### src/rtl/mips_pkg.sv
// Shared MIPS datapath helpers: select-width function and elaboration limits
// for the retimed multiplexers.
package mips_pkg;

  localparam int MUX_MAX_INPUTS = 16;
  localparam int MUX_MAX_STAGES = 4;

  // A 1- or 2-input mux still needs a 1-bit select port.
  function automatic int clog2_safe(input int n);
    return (n <= 2) ? 1 : $clog2(n);
  endfunction

endpackage

### src/rtl/pipe_stage_reg.sv
// One retiming stage: data plus valid/err qualifiers, with stall hold and
// flush-to-bubble.
module pipe_stage_reg
  import mips_pkg::*;
#(
  parameter int bits_num = 32
) (
  input  logic                clk,
  input  logic                rst,
  input  logic                stall,
  input  logic                flush,
  input  logic [bits_num-1:0] nxt_data,
  input  logic                nxt_valid,
  input  logic                nxt_err,
  output logic [bits_num-1:0] data,
  output logic                valid,
  output logic                err
);

  always_ff @(posedge clk) begin
    if (rst || flush) begin
      data  <= '0;
      valid <= 1'b0;
      err   <= 1'b0;
    end else if (!stall) begin
      data  <= nxt_data;
      valid <= nxt_valid;
      err   <= nxt_err;
    end
  end

endmodule

### src/rtl/pipe_mux.sv
// N:1 datapath multiplexer followed by a stall/flush-aware register chain,
// used for forwarding, writeback and PC source selection.
module pipe_mux
  import mips_pkg::*;
#(
  parameter int bits_num   = 32,
  parameter int inputs_num = 4,
  parameter int sel_bits   = clog2_safe(inputs_num),
  parameter int stages     = 1
) (
  input  logic                           clk,
  input  logic                           rst,
  input  logic [inputs_num*bits_num-1:0] in_bus,
  input  logic [sel_bits-1:0]            sel,
  input  logic                           in_valid,
  input  logic                           stall,
  input  logic                           flush,
  output logic [bits_num-1:0]            out,
  output logic                           out_valid,
  output logic                           sel_err
);

  if (inputs_num < 2 || inputs_num > MUX_MAX_INPUTS) begin : g_bad_inputs
    $fatal(1, "pipe_mux: inputs_num must be 2..16");
  end
  if (stages < 1 || stages > MUX_MAX_STAGES) begin : g_bad_stages
    $fatal(1, "pipe_mux: stages must be 1..4");
  end
  if (bits_num < 1) begin : g_bad_width
    $fatal(1, "pipe_mux: bits_num must be at least 1");
  end
  if (sel_bits != clog2_safe(inputs_num)) begin : g_bad_sel
    $fatal(1, "pipe_mux: sel_bits is derived and must not be overridden");
  end

  logic [bits_num-1:0] mux_d;
  logic                err_d;
  logic [31:0]         sel_ext;

  assign sel_ext = 32'(sel);

  // Non-power-of-2 input counts leave select codes with no input behind them.
  always_comb begin
    mux_d = '0;
    err_d = 1'b1;
    for (int unsigned k = 0; k < inputs_num; k++) begin
      if (sel_ext == k) begin
        mux_d = in_bus[k*bits_num +: bits_num];
        err_d = 1'b0;
      end
    end
  end

  logic [bits_num-1:0] st_data  [0:stages];
  logic                st_valid [0:stages];
  logic                st_err   [0:stages];

  assign st_data[0]  = mux_d;
  assign st_valid[0] = in_valid;
  assign st_err[0]   = err_d & in_valid;

  for (genvar i = 0; i < stages; i++) begin : g_stage
    pipe_stage_reg #(
      .bits_num(bits_num)
    ) u_stage (
      .clk      (clk),
      .rst      (rst),
      .stall    (stall),
      .flush    (flush),
      .nxt_data (st_data[i]),
      .nxt_valid(st_valid[i]),
      .nxt_err  (st_err[i]),
      .data     (st_data[i+1]),
      .valid    (st_valid[i+1]),
      .err      (st_err[i+1])
    );
  end

  assign out       = st_data[stages];
  assign out_valid = st_valid[stages];
  assign sel_err   = st_err[stages];

endmodule

### config.mk
export PLATFORM = sky130hd
export DESIGN_NAME = pipe_mux
export DESIGN_NICKNAME = d
export VERILOG_FILES = /design/src/rtl/mips_pkg.sv /design/src/rtl/pipe_stage_reg.sv /design/src/rtl/pipe_mux.sv
export SDC_FILE = /design/constraint.sdc
export NUM_CORES = 1
export LEC_CHECK = 0
export CAP_MARGIN = 20
export CORE_UTILIZATION = 27
export DETAILED_ROUTE_END_ITERATION = 6
export PLACE_DENSITY = 0.81
export SYNTH_ARGS = -nofsm -noshare
export SYNTH_HDL_FRONTEND = slang
export SYNTH_SLANG_ARGS = --single-unit
### constraint.sdc
create_clock -name clk -period 1.3 [get_ports clk]
set_clock_uncertainty 0.15 [all_clocks]
set_input_delay 0.13 -clock clk [delete_from_list [all_inputs] [get_ports clk]]
set_output_delay 0.13 -clock clk [all_outputs]
set_load 0.02 [all_outputs]
### Word-level counts from Yosys, hierarchy flattened

Cells that the tools add are included.
Widths: inputs -> output; s select.

| storage, ports and cells | value |
|---|---|
| register bits | 34 |
| input bits | 135 |
| word-level logic and storage cells | 17 |

| operators by class | value |
|---|---|
| eq/ne operators | 3 |
| mux-type cells | 8 |
| bitwise gates (word level) | 1 |
| reduce and logical (&&, ||, !) cells | 2 |

Operators with widths:

| cell | count |
|---|---|
| $mux 32 | 4 |
| $logic_not 32->1 | 1 |
| $eq 2x2->1 const B | 2 |
| $mux 1 | 4 |
| $eq 2x1->1 const B | 1 |
| $and 1x1->1 | 1 |
| $logic_or 1x1->1 | 1 |

### Longest topological paths before layout

| logic depth | value |
|---|---|
| depth after elaboration | 6 |
| gate-level depth with buffers | 5 |

### Hierarchy

Synthesis repeated with hierarchy kept, for this count alone.

| unflattened totals | value |
|---|---|
| cells, all modules | 151 |
| area total of the unflattened synthesis | 2070.7 µm² |

By module, submodules not included:

| module | instances | cells each | area an instance (µm²) | sequential area each (µm²) |
|---|---|---|---|---|
| pipe_stage_reg | 1 | 111 | 1252.5 | 680.7 |
| pipe_mux | 1 | 40 | 818.3 | 0.0 |

### Least setup slack after synthesis

Ideal clock, no wire load.

| timing path | value |
|---|---|
| kind | in2reg |
| start point | in stall |
| end point | reg g_stage[0].u_stage.data[19] |
| library setup time | 58 ps |
| arrival time | 1153 ps |
| path slack | -62 ps |
| cell stages on the path | 5 |
| cell sequence | or4b_1 > buf_2 > buf_6 > o22ai_1 > a21o_1 |

RTL lines:

| element | RTL line | source |
|---|---|---|
| from (decl) | pipe_mux.sv:16 | `input logic stall,` |
| to (signal assigned) | pipe_stage_reg.sv:26 | `data <= nxt_data;` |
| to (decl) | pipe_stage_reg.sv:15 | `output logic [bits_num-1:0] data,` |

### Worst setup path in the final report

| timing path | value |
|---|---|
| start point | in flush |
| end point | reg g_stage[0].u_stage.data[3] |

| between the ends | value |
|---|---|
| longest elaborated chain between the ends | 1 |

RTL lines:

| element | RTL line | source |
|---|---|---|
| from (decl) | pipe_mux.sv:17 | `input logic flush,` |
| $logic_or 1x1->1 | pipe_stage_reg.sv:21 | `if (rst \|\| flush) begin` |

Every way passes these cells.
A chain may end at the register's enable or synchronous reset.

==> results.py <==
metrics = {
    "status": {
        "status": "complete, but fails checks",
        "violations": "setup timing",
    },
    "setup_path": {
        "cp_data_arrival_time_ps": 1390,
        "reg2reg_depth": 2,
        "crit_type": "in -> reg",
        "r2r_end": "g_stage[0].u_stage.valid",
        "worstPathRequired_ps": 1380,
        "critPathMaxFanout": 8,
        "r2r-start": "g_stage[0].u_stage.valid",
        "critPathLaunchType": "primary input",
        "ff2ff_setup_slack_ps": 530,
        "endpoint_kind": "register",
    },
    "sta": {
        "hold_viol": 0,
        "fin_setup_tns_ps": -2.10,
        "fin_ws_ps": -2.10,
        "relSlewSlack_pct": 86.0,
        "min_period_ps": 1300,
        "tightestPinTransition_ps": 204,
        "fmax_ghz": 0.768,
        "min_period_over_period_pct": 100,
        "grt_setup_unrepaired": "yes",
        "drv_slew": 0,
        "whs_ps": 112,
        "setup-violations-final": 1,
    },
    "drt": {
        "vias_per_cell": 4.81,
        "wl_per_cell_um": 15.7,
        "met1_length_mm": 2.75,
        "vias": 2178,
        "wl_met3_um": 566,
        "drc": 0,
        "wl_mm": 7.11,
        "wl_met2_mm": 3.76,
        "drtPass1Iterations": 4,
        "highest_layer": "met4",
        "drtIter0Drc": 38,
        "ant_nets": 0,
    },
    "floorplanning": {
        "die_y_um": 86.1,
        "pin_count": 169,
        "core_um2": 6830,
        "die_w_um": 86.1,
        "start_util_pct": 28.0,
        "die-area_um2": 7420,
        "fp-row-count": 30,
    },
    "power": {
        "clockPowerShare_pct": 28.9,
        "sw_frac_of_total_pct": 25.3,
        "comb_power_share_pct": 31.2,
        "vdd_drop_max_uv": 381,
        "p_leak_nw": 1.98,
        "power_switching_mw": 0.703,
        "seqPwrFrac_pct": 39.8,
        "internal_power_mw": 2.07,
        "powerDensity_nw_per_um2": 713,
    },
    "cts": {
        "numCtsBuffers": 5,
        "clkTransAtPathRegs_ps": 70,
        "cts_buffer_depth": 2,
        "cts_tree": "yes",
        "cts.sinks": 34,
        "worstSkewPairLatency_ps": 280,
        "cts_root_buf": "clkbuf_8",
        "htree_num_levels": 2,
    },
    "cells_and_area": {
        "multi_input_area_um2": 1260,
        "area.sequential_um2": 681,
        "antenna_cells": 0,
        "drive_above_1_share_pct": 11.5,
        "fillers": 647,
        "final_cell_area_um2": 3890,
        "fin_nets": 491,
        "synthToLayoutAreaGrowth_pct": 104,
        "final_util_pct": 57.0,
        "stdcell_count": 453,
    },
    "flow_run": {
        "cap_violations": 0,
    },
    "placed_design": {
        "place_inst": 442,
        "place_area_um2": 3710,
        "gp_congestion": 0.698,
        "dpl.hpwl_mm": 5.12,
        "port_buffers": 168,
    },
    "min_path": {
        "min_from": "rst",
        "worst_hold_path.num_cells": 2,
        "whs_endpoint": "g_stage[0].u_stage.valid",
        "hp-class": "in -> reg",
    },
    "synthesis": {
        "yosysWarnings": 0,
        "synth.avg_cell_area_um2": 10.3,
        "ys_seq_area_share_pct": 35.6,
        "synth_cells": 186,
        "synth_fp_nets": 321,
        "synth-seq-cells": 34,
        "syn_area_um2": 1910,
        "synth.distinct_cells": 14,
    },
    "global_routing": {
        "grt_max_degree": 29,
        "track_usage_pct": 19.0,
        "gr-total-overflow": 0,
        "first_global_vias": 2262,
        "grt_pass1_wl_mm": 10.9,
        "antenna_found_initial": 0,
    },
}
[per-layer routing]
metal / track usage [%] / vias to the layer above
met4: 4.70 / 0
li1: - / 1067
met5: 0 / -
met3: 5.39 / 4
met1: 21.5 / 1024
met2: 34.8 / 83
[power by group through the flow]
stage               sequential, mW  combinational [mW]  clock, mW
detailed placement            1.13               0.862          0
floorplan                     1.18               0.259          0
global placement              1.13               0.849          0
global route                  1.11               0.927      0.867
finish                        1.11               0.867      0.803
CTS                           1.11               0.854      0.834
[cells in the mapped netlist, drive strengths merged]
cell     n  share of area (%)
clkbuf   3               0.59
a21o    31                 12
buf     15                4.9
o221ai   1               0.46
nor3b    1               0.39
dfxtp   34                 36
and2     1               0.33
mux2i   65                 34
nor3     1               0.26
or4b     1               0.52
o22ai   31                 10
or4      1               0.39
nand2    1               0.20
[final cells by class]
class | count | share of cell area [%]
tap | 96 | 3.08
timing repair buffer | 178 | 44.7
clock inverter | 1 | 0.128
multi-input combinational | 137 | 32.4
clock buffer | 7 | 2.22
sequential | 34 | 17.5
[worst max-delay path by stage]
| stage | startpoint | end | slack, ps | depth (start not counted) |
|---|---|---|---|---|
| 2_1_floorplan | stall | g_stage[0].u_stage.data[19] | -50 | 5 |
| 3_3_place_gp | stall | g_stage[0].u_stage.data[10] | -600 | 4 |
| 3_5_place_dp | stall | g_stage[0].u_stage.data[13] | -640 | 4 |
| 4_1_cts | sel[0] | g_stage[0].u_stage.data[13] | -20 | 5 |
| 5_1_grt | flush | g_stage[0].u_stage.data[3] | -30 | 4 |
| 6_report | flush | g_stage[0].u_stage.data[3] | -2 | 4 |
[state kept, by name, indices dropped and copies added (netlist names)]
signal / flops
g_stage.u_stage.valid: 1
g_stage.u_stage.err: 1
g_stage.u_stage.data: 32
[critical path, stage by stage]
cell and delay (ps):
clkdlybuf4s15_2 250, or4b_4 670, o22ai_1 230, a21o_1 110
[cell families after synthesis]
kind of cell	after synthesis	synth area share, %
multiplexers	65	34.0
flip-flops	34	35.6
AO/OA/AOI/OAI	63	22.8
buffers and inverters	18	5.50
AND/OR/NAND/NOR	6	2.09
[per-stage QoR]
stage	total power, mW	setup slack [ps]
after CTS	2.79	-19.2
after floorplan	1.44	-52.0
after detailed placement	1.99	-637
after global routing	2.91	-30.7
after global placement	1.98	-603
final	2.78	-2.10
[repair_timing]
item / in CTS / in global routing
pin swaps: 2 / 4
gates resized for setup: 51 / 18
cloned: 3 / 0
setup buffers: 0 / 0
endpoints found under the setup margin: 66 / 32
hold buffers: 0 / 0
[cells in the final DEF, fill, tap and decap left out]
master           instances
a21o_1                  31
and2_1                   1
buf_12                   2
buf_2                    1
buf_4                    7
buf_6                    1
buf_8                    1
clkbuf_1                 1
clkbuf_2                 1
clkbuf_8                 6
clkdlybuf4s15_1          1
clkdlybuf4s15_2          2
clkdlybuf4s50_1        129
clkinv_2                 1
dfxtp_1                 34
dlygate4sd2_1           33
mux2i_1                 65
nand2_1                  1
nor3_1                   1
nor3b_2                  1
o221ai_1                 1
o22ai_1                 18
o22ai_2                 13
or4_4                    1
or4b_4                   4
Power figures use the tool's default switching activity.
